===== config.mk =====
export PLATFORM = sky130hd
export DESIGN_NAME = seg7_scan_decoder
export DESIGN_NICKNAME = d
export VERILOG_FILES = /design/src/rtl/seg7_scan_decoder.sv
export SDC_FILE = /design/constraint.sdc
export NUM_CORES = 1
export LEC_CHECK = 0
export ABC_AREA = 1
export CAP_MARGIN = 20
export CORE_MARGIN = 1
export CORE_UTILIZATION = 42
export DETAILED_ROUTE_END_ITERATION = 12
export PLACE_DENSITY_LB_ADDON = 0.1
export SLEW_MARGIN = 10
export SYNTH_ARGS = -nofsm -noshare
export SYNTH_HDL_FRONTEND = slang
export SYNTH_SLANG_ARGS = --single-unit

===== constraint.sdc =====
create_clock -name clk -period 2 [get_ports clk]
set_input_delay 0.4 -clock clk [delete_from_list [all_inputs] [get_ports clk]]
set_output_delay 0.4 -clock clk [all_outputs]
set_load 0.02 [all_outputs]

===== src/rtl/seg7_scan_decoder.sv =====
// Recovers BCD digits from a scanned active-low 7-segment bus, with a per-sample stability filter.
// Latency: STABLE_CNT qualifying smpl edges plus 1 clk; no backpressure, every smpl edge is consumed.
module seg7_scan_decoder #(
    parameter int NUM_DIGITS = 4,
    parameter int STABLE_CNT = 3
) (
    input  logic                    clk,
    input  logic                    rst_n,
    input  logic [6:0]              seg,
    input  logic [NUM_DIGITS-1:0]   an,
    input  logic                    smpl,
    input  logic                    clr_err,
    output logic [4*NUM_DIGITS-1:0] bcd,
    output logic [NUM_DIGITS-1:0]   dig_vld,
    output logic                    upd,
    output logic                    bad_seg
);

    localparam int                    IDX_W     = (NUM_DIGITS > 1) ? $clog2(NUM_DIGITS) : 1;
    localparam logic [3:0]            STABLE    = 4'(STABLE_CNT);
    localparam logic [6:0]            SEG_BLANK = 7'b1111111;
    localparam logic [NUM_DIGITS-1:0] SEL_ONE   = NUM_DIGITS'(1);

    typedef enum logic [1:0] {
        KIND_LEGAL,
        KIND_BLANK,
        KIND_ILLEGAL
    } kind_e;

    typedef struct packed {
        kind_e      kind;
        logic [3:0] val;
    } dec_t;

    function automatic dec_t seg_decode(input logic [6:0] s);
        dec_t d;
        d.kind = KIND_LEGAL;
        d.val  = 4'd0;
        case (s)
            7'b1000000: d.val = 4'd0;
            7'b1111001: d.val = 4'd1;
            7'b0100100: d.val = 4'd2;
            7'b0110000: d.val = 4'd3;
            7'b0011001: d.val = 4'd4;
            7'b0010010: d.val = 4'd5;
            7'b0000010: d.val = 4'd6;
            7'b1111000: d.val = 4'd7;
            7'b0000000: d.val = 4'd8;
            7'b0011000: d.val = 4'd9;
            SEG_BLANK:  d.kind = KIND_BLANK;
            default:    d.kind = KIND_ILLEGAL;
        endcase
        return d;
    endfunction

    // Tracker state
    logic [6:0]       last_seg_q, last_seg_d;
    logic [IDX_W-1:0] last_idx_q, last_idx_d;
    logic [3:0]       cnt_q, cnt_d;

    // Pending commit, applied one clk after the tracker reaches STABLE
    logic             cmt_vld_q, cmt_vld_d;
    logic [6:0]       cmt_seg_q, cmt_seg_d;
    logic [IDX_W-1:0] cmt_idx_q, cmt_idx_d;

    // Output registers
    logic [4*NUM_DIGITS-1:0] bcd_q, bcd_d;
    logic [NUM_DIGITS-1:0]   dig_vld_q, dig_vld_d;
    logic                    upd_q, upd_d;
    logic                    bad_seg_q, bad_seg_d;

    logic [NUM_DIGITS-1:0] sel;
    logic                  sel_onehot;
    logic [IDX_W-1:0]      sel_idx;
    dec_t                  cmt_dec;

    always_comb begin
        sel        = ~an;
        sel_onehot = (sel != '0) && ((sel & (sel - SEL_ONE)) == '0);
        sel_idx    = '0;
        for (int i = 0; i < NUM_DIGITS; i++) begin
            if (sel[i]) begin
                sel_idx = IDX_W'(i);
            end
        end
    end

    always_comb begin
        last_seg_d = last_seg_q;
        last_idx_d = last_idx_q;
        cnt_d      = cnt_q;
        cmt_vld_d  = 1'b0;
        cmt_seg_d  = cmt_seg_q;
        cmt_idx_d  = cmt_idx_q;
        if (smpl) begin
            if (!sel_onehot) begin
                cnt_d = 4'd0;
            end else if (seg == last_seg_q && sel_idx == last_idx_q) begin
                // Saturated counter means this value was already committed
                if (cnt_q != STABLE) begin
                    cnt_d     = cnt_q + 4'd1;
                    cmt_vld_d = (cnt_d == STABLE);
                end
            end else begin
                last_seg_d = seg;
                last_idx_d = sel_idx;
                cnt_d      = 4'd1;
                cmt_vld_d  = (STABLE == 4'd1);
            end
            if (cmt_vld_d) begin
                cmt_seg_d = seg;
                cmt_idx_d = sel_idx;
            end
        end
    end

    always_comb begin
        bcd_d     = bcd_q;
        dig_vld_d = dig_vld_q;
        upd_d     = 1'b0;
        bad_seg_d = clr_err ? 1'b0 : bad_seg_q;
        cmt_dec   = seg_decode(cmt_seg_q);
        if (cmt_vld_q) begin
            case (cmt_dec.kind)
                KIND_LEGAL: begin
                    upd_d = !dig_vld_q[cmt_idx_q]
                            || (bcd_q[{cmt_idx_q, 2'b00} +: 4] != cmt_dec.val);
                    bcd_d[{cmt_idx_q, 2'b00} +: 4] = cmt_dec.val;
                    dig_vld_d[cmt_idx_q]          = 1'b1;
                end
                KIND_BLANK: begin
                    upd_d                = dig_vld_q[cmt_idx_q];
                    dig_vld_d[cmt_idx_q] = 1'b0;
                end
                default: begin
                    // Setting the error outranks a simultaneous clr_err
                    upd_d                = dig_vld_q[cmt_idx_q];
                    dig_vld_d[cmt_idx_q] = 1'b0;
                    bad_seg_d            = 1'b1;
                end
            endcase
        end
    end

    always_ff @(posedge clk or negedge rst_n) begin
        if (!rst_n) begin
            last_seg_q <= SEG_BLANK;
            last_idx_q <= '0;
            cnt_q      <= 4'd0;
            cmt_vld_q  <= 1'b0;
            cmt_seg_q  <= SEG_BLANK;
            cmt_idx_q  <= '0;
            bcd_q      <= '0;
            dig_vld_q  <= '0;
            upd_q      <= 1'b0;
            bad_seg_q  <= 1'b0;
        end else begin
            last_seg_q <= last_seg_d;
            last_idx_q <= last_idx_d;
            cnt_q      <= cnt_d;
            cmt_vld_q  <= cmt_vld_d;
            cmt_seg_q  <= cmt_seg_d;
            cmt_idx_q  <= cmt_idx_d;
            bcd_q      <= bcd_d;
            dig_vld_q  <= dig_vld_d;
            upd_q      <= upd_d;
            bad_seg_q  <= bad_seg_d;
        end
    end

    assign bcd     = bcd_q;
    assign dig_vld = dig_vld_q;
    assign upd     = upd_q;
    assign bad_seg = bad_seg_q;

endmodule


==> reports/qor_table.md <==
| Result | Reported | Unit |
|:---|:---|:---|
| Chip width | 83.5 | µm |
| Average footprint of a synthesized cell | 7.44 | µm² |
| Weighted congestion reported at the end of routability-driven placement | 0.888 | - |
| Post-synthesis instance area | 0.00279 | mm² |
| Number of cells produced by synthesis | 375 | - |
| Count of routing violations after the opening detailed-route iteration | 103 | - |
| Cts bufs inserted | 5 | - |
| Final count of pins violating max slew | 0 | - |
| Average detailed-routed wire length per instance | 11.5 | µm |
| Critical Path, Cell by Cell | clkdlybuf4s50_1 | - |
| Wire length of the first global-routing pass | 10.2 | mm |
| Kind of cell adding the most delay to the critical path | buffers and inverters | - |
| Number of nets produced by synthesis | 397 | - |
| Number of search-and-repair iterations in the first detailed-routing pass | 4 | - |
| Setup repair after global routing missed its margin | false | - |
| Layout cell share with drive strength beyond 1 | 0.174 | - |
| Data arrival time of the critical path | 1.34 | ns |
| Port-buffer cells | 36 | - |
| Clock period minus final worst setup slack | 1.74 | ns |
| Result of the run | completed | - |
| Final setup violating endpoints | 0 | - |
| CP Depth | 1 | - |
| Worst path required time | 1.60 | ns |
| Post-Route Skew | 0.00538 | ns |
| TritonCTS clock tree | built | - |
| Delay of the slowest cell on the worst path | 0.62 | ns |
| Worst setup EP type | output pin | - |
| Worst slew pin tran | 0.439 | ns |
| Clock slew at the register clock pins of the worst setup and hold paths | 0.09 | ns |
| Die ar. | 0.00697 | mm² |
| Min-Delay Path Class | in -> async | - |
| Clock latency of the later-clocked register in the worst-skew pair | 0.30 | ns |
| Yosys cell types | 31 | - |
| Placed cells | 495 | - |
| Type of the worst setup path | reg -> out | - |
| Total global-route track usage | 0.182 | - |
| Cells on worst reg2reg path | 11 | - |
| Sinks on Clock Net | 45 | - |
| Leakage power of the design | 1.69 | nW |
| Clock Path Buffers | 2 | - |
| Max-cap viol count | 0 | - |
| Total count of hold-check failures in the final report | 0 | - |
| Utilization of the core after routing | 0.540 | - |
| Post-CTS setup repair buffer count | 0 | - |
| Final nets | 447 | - |
| Finished Layout Cells | 503 | - |
| Pwr Density | 557 | mW/mm² |
| Max Freq | 576 | MHz |
| CORE AREA | 0.00639 | mm² |
| Residual DRC count | 0 | - |
| Seq/Total Area, Yosys | 0.410 | - |
| Largest net degree at the start of global routing | 28 | - |
| Height of the die | 83.5 | µm |
| Number of warning messages in the yosys log | 0 | - |
| Number of routed nets with antenna violations | 0 | - |
| Boundary pin count | 37 | - |
| CTS resizes | 0 | - |
| Power consumption | 1.92 | mW |
| VDD IR max | 0.000386 | V |
| Layout Cell Area excl Fill | 0.00345 | mm² |
| Starting Density | 0.437 | - |
| Post-placement worst setup slack | -0.0306 | ns |
| Setup slack, reg-to-reg | 0.30 | ns |
| Cell at the root of the clock tree | sky130_fd_sc_hd__clkbuf_8 | - |
| Total congestion overflow | 0 | - |
| Via count of the first global-routing pass | 2238 | - |
| Share of the cycle needed by the critical path after routing | 0.868 | - |
| Placed inst area | 0.00332 | mm² |
| Buf+Inv Stages, Crit Path | 1 | - |
| Max FO, Critical Path | 3 | - |
| Final worst-path setup slack | 0.264 | ns |
| HPWL Detailed | 4.53 | mm |
| CTS HTree Levels | 2 | - |
| Number of diodes added for antenna fixing | 0 | - |
| Syn-to-layout area delta | 23.5 | % |
| Sum of negative setup slack | 0 | ns |
| Number of placement rows | 29 | - |
| Max-slew headroom at the worst pin | 0.707 | - |
| CP startpoint kind | flop | - |
| Average vias per placed instance | 4.80 | - |
| Detailed-route via count | 2412 | - |
| Post-cts hold buffer count | 0 | - |
| Initial antenna violation count | 0 | - |
| WHS | 0.0269 | ns |
| Flip-flop and latch count after synthesis | 45 | - |
| Final Routed Wirelength | 5.78 | mm |
| Crit-path slowest cell | sky130_fd_sc_hd__clkdlybuf4s50_1 | - |
-- metal layers --
layer | wire, µm | track usage
met1 | 2710 | 0.233
met2 | 2720 | 0.305
met3 | 212 | 0.0317
met4 | 134 | 0.0724
met5 | 0 | 0
-- Yosys cell counts, drive strengths merged --
master,count,area share
clkinv,1,0.0013
inv,49,0.066
nor2,44,0.061
xnor2,3,0.0094
o21ai,44,0.092
mux2,1,0.0040
nor3,4,0.0090
xor2,5,0.016
clkbuf,2,0.0027
ha,7,0.031
o21bai,1,0.0027
dfstp,14,0.13
nand2,122,0.18
dfrtp,31,0.28
nand3,32,0.078
nor4,1,0.0076
nand4,2,0.0045
o211ai,1,0.0027
buf,3,0.0099
o22ai,2,0.0045
a21oi,6,0.011
-- report_power, final --
part           switching [mW]  internal (mW)  leakage, nW  total [mW]
sequential             0.0309          0.976        0.574        1.01
combinational          0.0995         0.0920         1.05       0.192
clock                   0.324          0.396       0.0645       0.720
total                   0.454           1.46         1.69        1.92
-- kinds of logic (layout without fill, tap and decap cells) --
kind of cell | after synthesis | after routing | share of synthesized area
AND/OR/NAND/NOR | 205 | 205 | 0.337
buffers and inverters | 55 | 106 | 0.0798
AO/OA/AOI/OAI | 54 | 54 | 0.113
flip-flops | 45 | 45 | 0.410
XOR/XNOR | 8 | 8 | 0.0251
adder cells (fa/ha/maj) | 7 | 7 | 0.0314
multiplexers | 1 | 1 | 0.00404
-- placed cells by master, fill, tap and decap left out, types with 2 or more instances in the layout --
| master | synthesis | routed |
|---|---|---|
| sky130_fd_sc_hd__xor2_1 | 5 | 5 |
| sky130_fd_sc_hd__o22ai_1 | 2 | 2 |
| sky130_fd_sc_hd__clkbuf_8 | 0 | 5 |
| sky130_fd_sc_hd__inv_1 | 40 | 40 |
| sky130_fd_sc_hd__inv_2 | 9 | 9 |
| sky130_fd_sc_hd__a21oi_1 | 6 | 6 |
| sky130_fd_sc_hd__ha_1 | 7 | 7 |
| sky130_fd_sc_hd__o21ai_2 | 10 | 10 |
| sky130_fd_sc_hd__xnor2_1 | 3 | 3 |
| sky130_fd_sc_hd__clkbuf_16 | 0 | 2 |
| sky130_fd_sc_hd__nor3_1 | 3 | 3 |
| sky130_fd_sc_hd__nor2_1 | 42 | 42 |
| sky130_fd_sc_hd__nand3_1 | 25 | 25 |
| sky130_fd_sc_hd__nor2_2 | 2 | 2 |
| sky130_fd_sc_hd__o21ai_1 | 2 | 2 |
| sky130_fd_sc_hd__nand3_2 | 4 | 4 |
| sky130_fd_sc_hd__buf_4 | 0 | 10 |
| sky130_fd_sc_hd__nand2_2 | 5 | 5 |
| sky130_fd_sc_hd__dfstp_2 | 14 | 14 |
| sky130_fd_sc_hd__nand4_1 | 2 | 2 |
| sky130_fd_sc_hd__clkdlybuf4s50_1 | 0 | 35 |
| sky130_fd_sc_hd__o21ai_0 | 32 | 32 |
| sky130_fd_sc_hd__nand2_4 | 3 | 3 |
| sky130_fd_sc_hd__buf_12 | 0 | 2 |
| sky130_fd_sc_hd__dfrtp_1 | 31 | 31 |
| sky130_fd_sc_hd__nand3_4 | 3 | 3 |
| sky130_fd_sc_hd__nand2_1 | 114 | 114 |
-- layout make-up --
class                   count  area, µm²
inverters                  50        188
clock inverters             1       5.00
multi-input cells         275       1420
fillers                   626       2940
clock buffers               7        119
repair buffers             48        470
well taps                  77       96.3
flip-flops and latches     45       1140
-- state kept, by name, summed over array words and instances, names as in the netlist, named ones only --
name        cells
bcd            16
cmt_seg_q       7
last_seg_q      7
cnt_q           4
cmt_idx_q       2
last_idx_q      2
bad_seg         1
cmt_vld_q       1
upd             1
-- final timing paths --
kind | startpoint | endpoint
worst min-delay path | rst_n | bcd[0]$_DFFE_PN0P_
worst min register to register | last_seg_q[4]$_DFFE_PN1P_ | last_seg_q[4]$_DFFE_PN1P_
min in group clk | last_seg_q[4]$_DFFE_PN1P_ | last_seg_q[4]$_DFFE_PN1P_
worst max register to register | cmt_seg_q[4]$_DFFE_PN1P_ | bcd[3]$_DFFE_PN0P_
worst max-delay path | bcd[1]$_DFFE_PN0P_ | bcd[1]
max in group asynchronous | rst_n | cnt_q[2]$_DFFE_PN0P_
(Power assumes the default switching activity.)
==> edit 1: new RTL, same flow settings <==
Change the parameter `NUM_DIGITS` from 4 to 8.
--- a/src/rtl/seg7_scan_decoder.sv
+++ b/src/rtl/seg7_scan_decoder.sv
@@ -3,3 +3,3 @@
 module seg7_scan_decoder #(
-    parameter int NUM_DIGITS = 4,
+    parameter int NUM_DIGITS = 8,
     parameter int STABLE_CNT = 3
Ports: changed (resized an, bcd and dig_vld); port bits go from 37 to 61. No check against the original RTL was run, so the function may have changed too.
==> edit 1 against the original RTL <==
Clock skew grew 10 ps; synthesized area grew 46%; worst setup slack lost 100 ps; power grew 35%; routed wire length grew 77%; sequential cell count grew 22; via count grew 60%; design area grew 51%; critical path type is now primary input to register; largest cell class unchanged.
==> edit 1: results (changes against the original RTL) <==
Status: finished, final reports clean (unchanged)
Largest net degree at the start of global routing: 68 (was 28)
Non-Filler Instances: 787 (was 503)
Sequential element share of the synthesized area: 41.48% (was 40.99%)
Gr usage total: 22.14% (was 18.15%)
Max IR drop VDD: 340.2 µV (was 386.4 µV)
Setup slack after placement: -170.8 ps (was -30.60 ps)
Adder-cell share of the synthesized area: 2.145% (was 3.139%)
Crit path max-delay family: simple AND/OR/NAND/NOR gates (was buffers and inverters)
Detailed-placement wirelength estimate: 7958 µm (was 4526 µm)
Critical Path Start: an[2] (was bcd[1])
Setup crit end: last_idx_q[1] (was bcd[1])
Multiplexer area fraction after synthesis: 0% (was 0.4036%)
Clock group: 957 µW (was 720 µW)
Launch point of the worst reg-to-reg path: cmt_idx_q[1] (was cmt_seg_q[4])
Reg2reg setup slack: 180 ps (was 300 ps)
Final Skew: 15.52 ps (was 5.377 ps)
Gate Count Post-Synth: 565 (was 375)
Hold WS: 49.14 ps (was 26.88 ps)
Top post-synthesis cells by count: 215 x nand2_1, 53 x dfrtp_1, 50 x inv_1, 39 x nor2_1, 38 x nand3_1 (was 114 x nand2_1, 42 x nor2_1, 40 x inv_1, 32 x o21ai_0, 31 x dfrtp_1)
Worst-skew pair later-pin latency: 350 ps (was 300 ps)
XOR/XNOR Fraction of Synth Area: 1.930% (was 2.511%)
Sw Ratio: 24.91% (was 23.68%)
Synth Net Count: 591 (was 397)
Yosys cell types: 35 (was 31)
Crit-path max FO: 9 (was 3)
Total wire length: 10250 µm (was 5784 µm)
Max stage delay on crit path: 530 ps (was 620 ps)
Vias in the first global route: 3778 (was 2238)
Post-synthesis compound-gate area fraction: 7.751% (was 11.30%)
Reg2reg path depth: 9 (was 11)
edit 1: cell count changes in the layout (fill, tap and decap cells not counted), sizes merged, moves of 13 or more:
cell           unedited run  this run
buf                      13        28
clkdlybuf4s50            35        59
dfrtp                    31        53
inv                      49        62
nand2                   122       226
nand4                     2        23
edit 1: cells by family after synthesis:
group,after synthesis
fa+ha+maj,7
xor+xnor,9
compound gates,59
buf+inv,71
simple gates,352
flops,67
edit 1: cell type report:
type                            instances  area, µm²
Sequential cell                        67       1694
Inverter                               61      236.5
Multi-Input combinational cell        427       2136
Fill cell                             912       4128
Clock inverter                          5      30.03
Tap cell                              129      161.4
Clock buffer                           11      131.4
Timing Repair Buffer                   87      810.8
edit 1: per-layer routing:
metal | global-route usage, % | vias up | wire length (µm) | part of all wire [%]
met1 | 26.20 | 1766 | 4507 | 44
met3 | 3.675 | 20 | 419 | 4.1
li1 | - | 1987 | - | -
met2 | 39.62 | 85 | 5094 | 50
met5 | 0 | - | 0 | 0
met4 | 9.365 | 0 | 231 | 2.3
==> edit 2: new RTL, config.mk and constraints unchanged <==
Made on the original files. Add an input register stage for `seg`, `an`, `smpl` and `clr_err`, without a reset; this delays them by one clock. Comments in the files are not updated.
--- a/src/rtl/seg7_scan_decoder.sv
+++ b/src/rtl/seg7_scan_decoder.sv
@@ -33,2 +33,14 @@
     } dec_t;
+
+    logic [6:0] seg_q;
+    logic [NUM_DIGITS-1:0] an_q;
+    logic smpl_q;
+    logic clr_err_q;
+
+    always_ff @(posedge clk) begin
+        seg_q     <= seg;
+        an_q      <= an;
+        smpl_q    <= smpl;
+        clr_err_q <= clr_err;
+    end
 
@@ -77,3 +89,3 @@
     always_comb begin
-        sel        = ~an;
+        sel        = ~an_q;
         sel_onehot = (sel != '0) && ((sel & (sel - SEL_ONE)) == '0);
@@ -94,6 +106,6 @@
         cmt_idx_d  = cmt_idx_q;
-        if (smpl) begin
+        if (smpl_q) begin
             if (!sel_onehot) begin
                 cnt_d = 4'd0;
-            end else if (seg == last_seg_q && sel_idx == last_idx_q) begin
+            end else if (seg_q == last_seg_q && sel_idx == last_idx_q) begin
                 // Saturated counter means this value was already committed
@@ -104,3 +116,3 @@
             end else begin
-                last_seg_d = seg;
+                last_seg_d = seg_q;
                 last_idx_d = sel_idx;
@@ -110,3 +122,3 @@
             if (cmt_vld_d) begin
-                cmt_seg_d = seg;
+                cmt_seg_d = seg_q;
                 cmt_idx_d = sel_idx;
@@ -120,3 +132,3 @@
         upd_d     = 1'b0;
-        bad_seg_d = clr_err ? 1'b0 : bad_seg_q;
+        bad_seg_d = clr_err_q ? 1'b0 : bad_seg_q;
         cmt_dec   = seg_decode(cmt_seg_q);
Formal check against the unedited RTL: not equivalent (a bounded check fails within 10 cycles, from zero or initial values and one cycle with rst_n low).
==> edit 2 against the original RTL <==
Power rose by 35%; synthesized area is 6.9% higher; sequential cell count is 13 higher; worst setup slack got worse by 82 ps; design area is 7.7% higher; routed wire length grew 6.8%; clock skew grew 5.1 ps; synthesized cell count down 2.1%; critical path type is now register to register; critical endpoint is now bcd[12]; highest routed layer unchanged.
==> edit 2: results (changes against the original RTL) <==
Adder-cell share of the synthesized area: 2.936% (was 3.139%)
Final Worst Setup Slack: 181.7 ps (was 263.7 ps)
Reg clk slew, reported paths: 70 ps (was 90 ps)
Initial drt markers: 86 (was 103)
Comb pwr: 169 µW (was 192 µW)
Static Leak: 1.700 nW (was 1.689 nW)
Sequential element share of the synthesized area: 47.06% (was 40.99%)
Status: finished, final reports clean (unchanged)
Inst Count DP: 499 (was 495)
Reg2reg path depth: 10 (was 11)
Top post-synthesis cells by count: 102 x nand2_1, 35 x nor2_1, 34 x inv_1, 31 x dfrtp_1, 28 x o21ai_0 (was 114 x nand2_1, 42 x nor2_1, 40 x inv_1, 32 x o21ai_0, 31 x dfrtp_1)
GPL Wtd Cong: 0.9630 (was 0.8883)
Routing usage on met3: 4.571% (was 3.165%)
Gr usage total: 19.18% (was 18.15%)
Sw Ratio: 22.94% (was 23.68%)
Met2 Use GR: 30.74% (was 30.48%)
Synth Net Count: 389 (was 397)
Hold WS: 46.10 ps (was 26.88 ps)
Share of layout cells above drive strength 1: 17.66% (was 17.37%)
Largest net degree at the start of global routing: 25 (was 28)
CP Class: register to register (was register to output pin)
Clock buffer count from CTS: 9 (was 5)
H-tree Lvls: 3 (was 2)
XOR/XNOR Fraction of Synth Area: 2.349% (was 2.511%)
Vias in the first global route: 2333 (was 2238)
Async set or reset register ratio after synthesis: 77.59% (was 100.0%)
==> edit 2: cell types whose count changed after synthesis, sizes merged, moves of 5 or more <==
cell / change
nand2: -15
dfxtp: +13
inv: -7
nand4: +5
nor2: -5
==> edit 2: layout make-up <==
cell class	count	area, µm²
clock buffers	14	205.2
multi-input cells	259	1384
repair buffers	42	412.9
clock inverters	2	13.76
fillers	666	3119
flip-flops and latches	58	1404
inverters	44	172.7
well taps	96	120.1
==> edit 2: critical path, cell delays in order, from the launching register on <==
cell and delay, ps:
dfstp_2 570, inv_1 50, nor2_1 120, nand3_1 120
nor2_1 250, nor2_1 90, nand3_1 160, nand3_1 140
nor2_1 130, nand2_1 70, nand2_1 60
==> edit 2: what timing repair did <==
item	CTS	global route
endpoints found under the hold margin	0	0
endpoints found under the setup margin	0	1
resized for setup	0	3
setup buffers	0	0
==> edit 2: per-layer routing <==
metal	up-vias	share of wire [%]
li1	1274	-
met1	1131	46
met2	68	47
met3	12	4.4
met4	0	2.2
met5	-	0
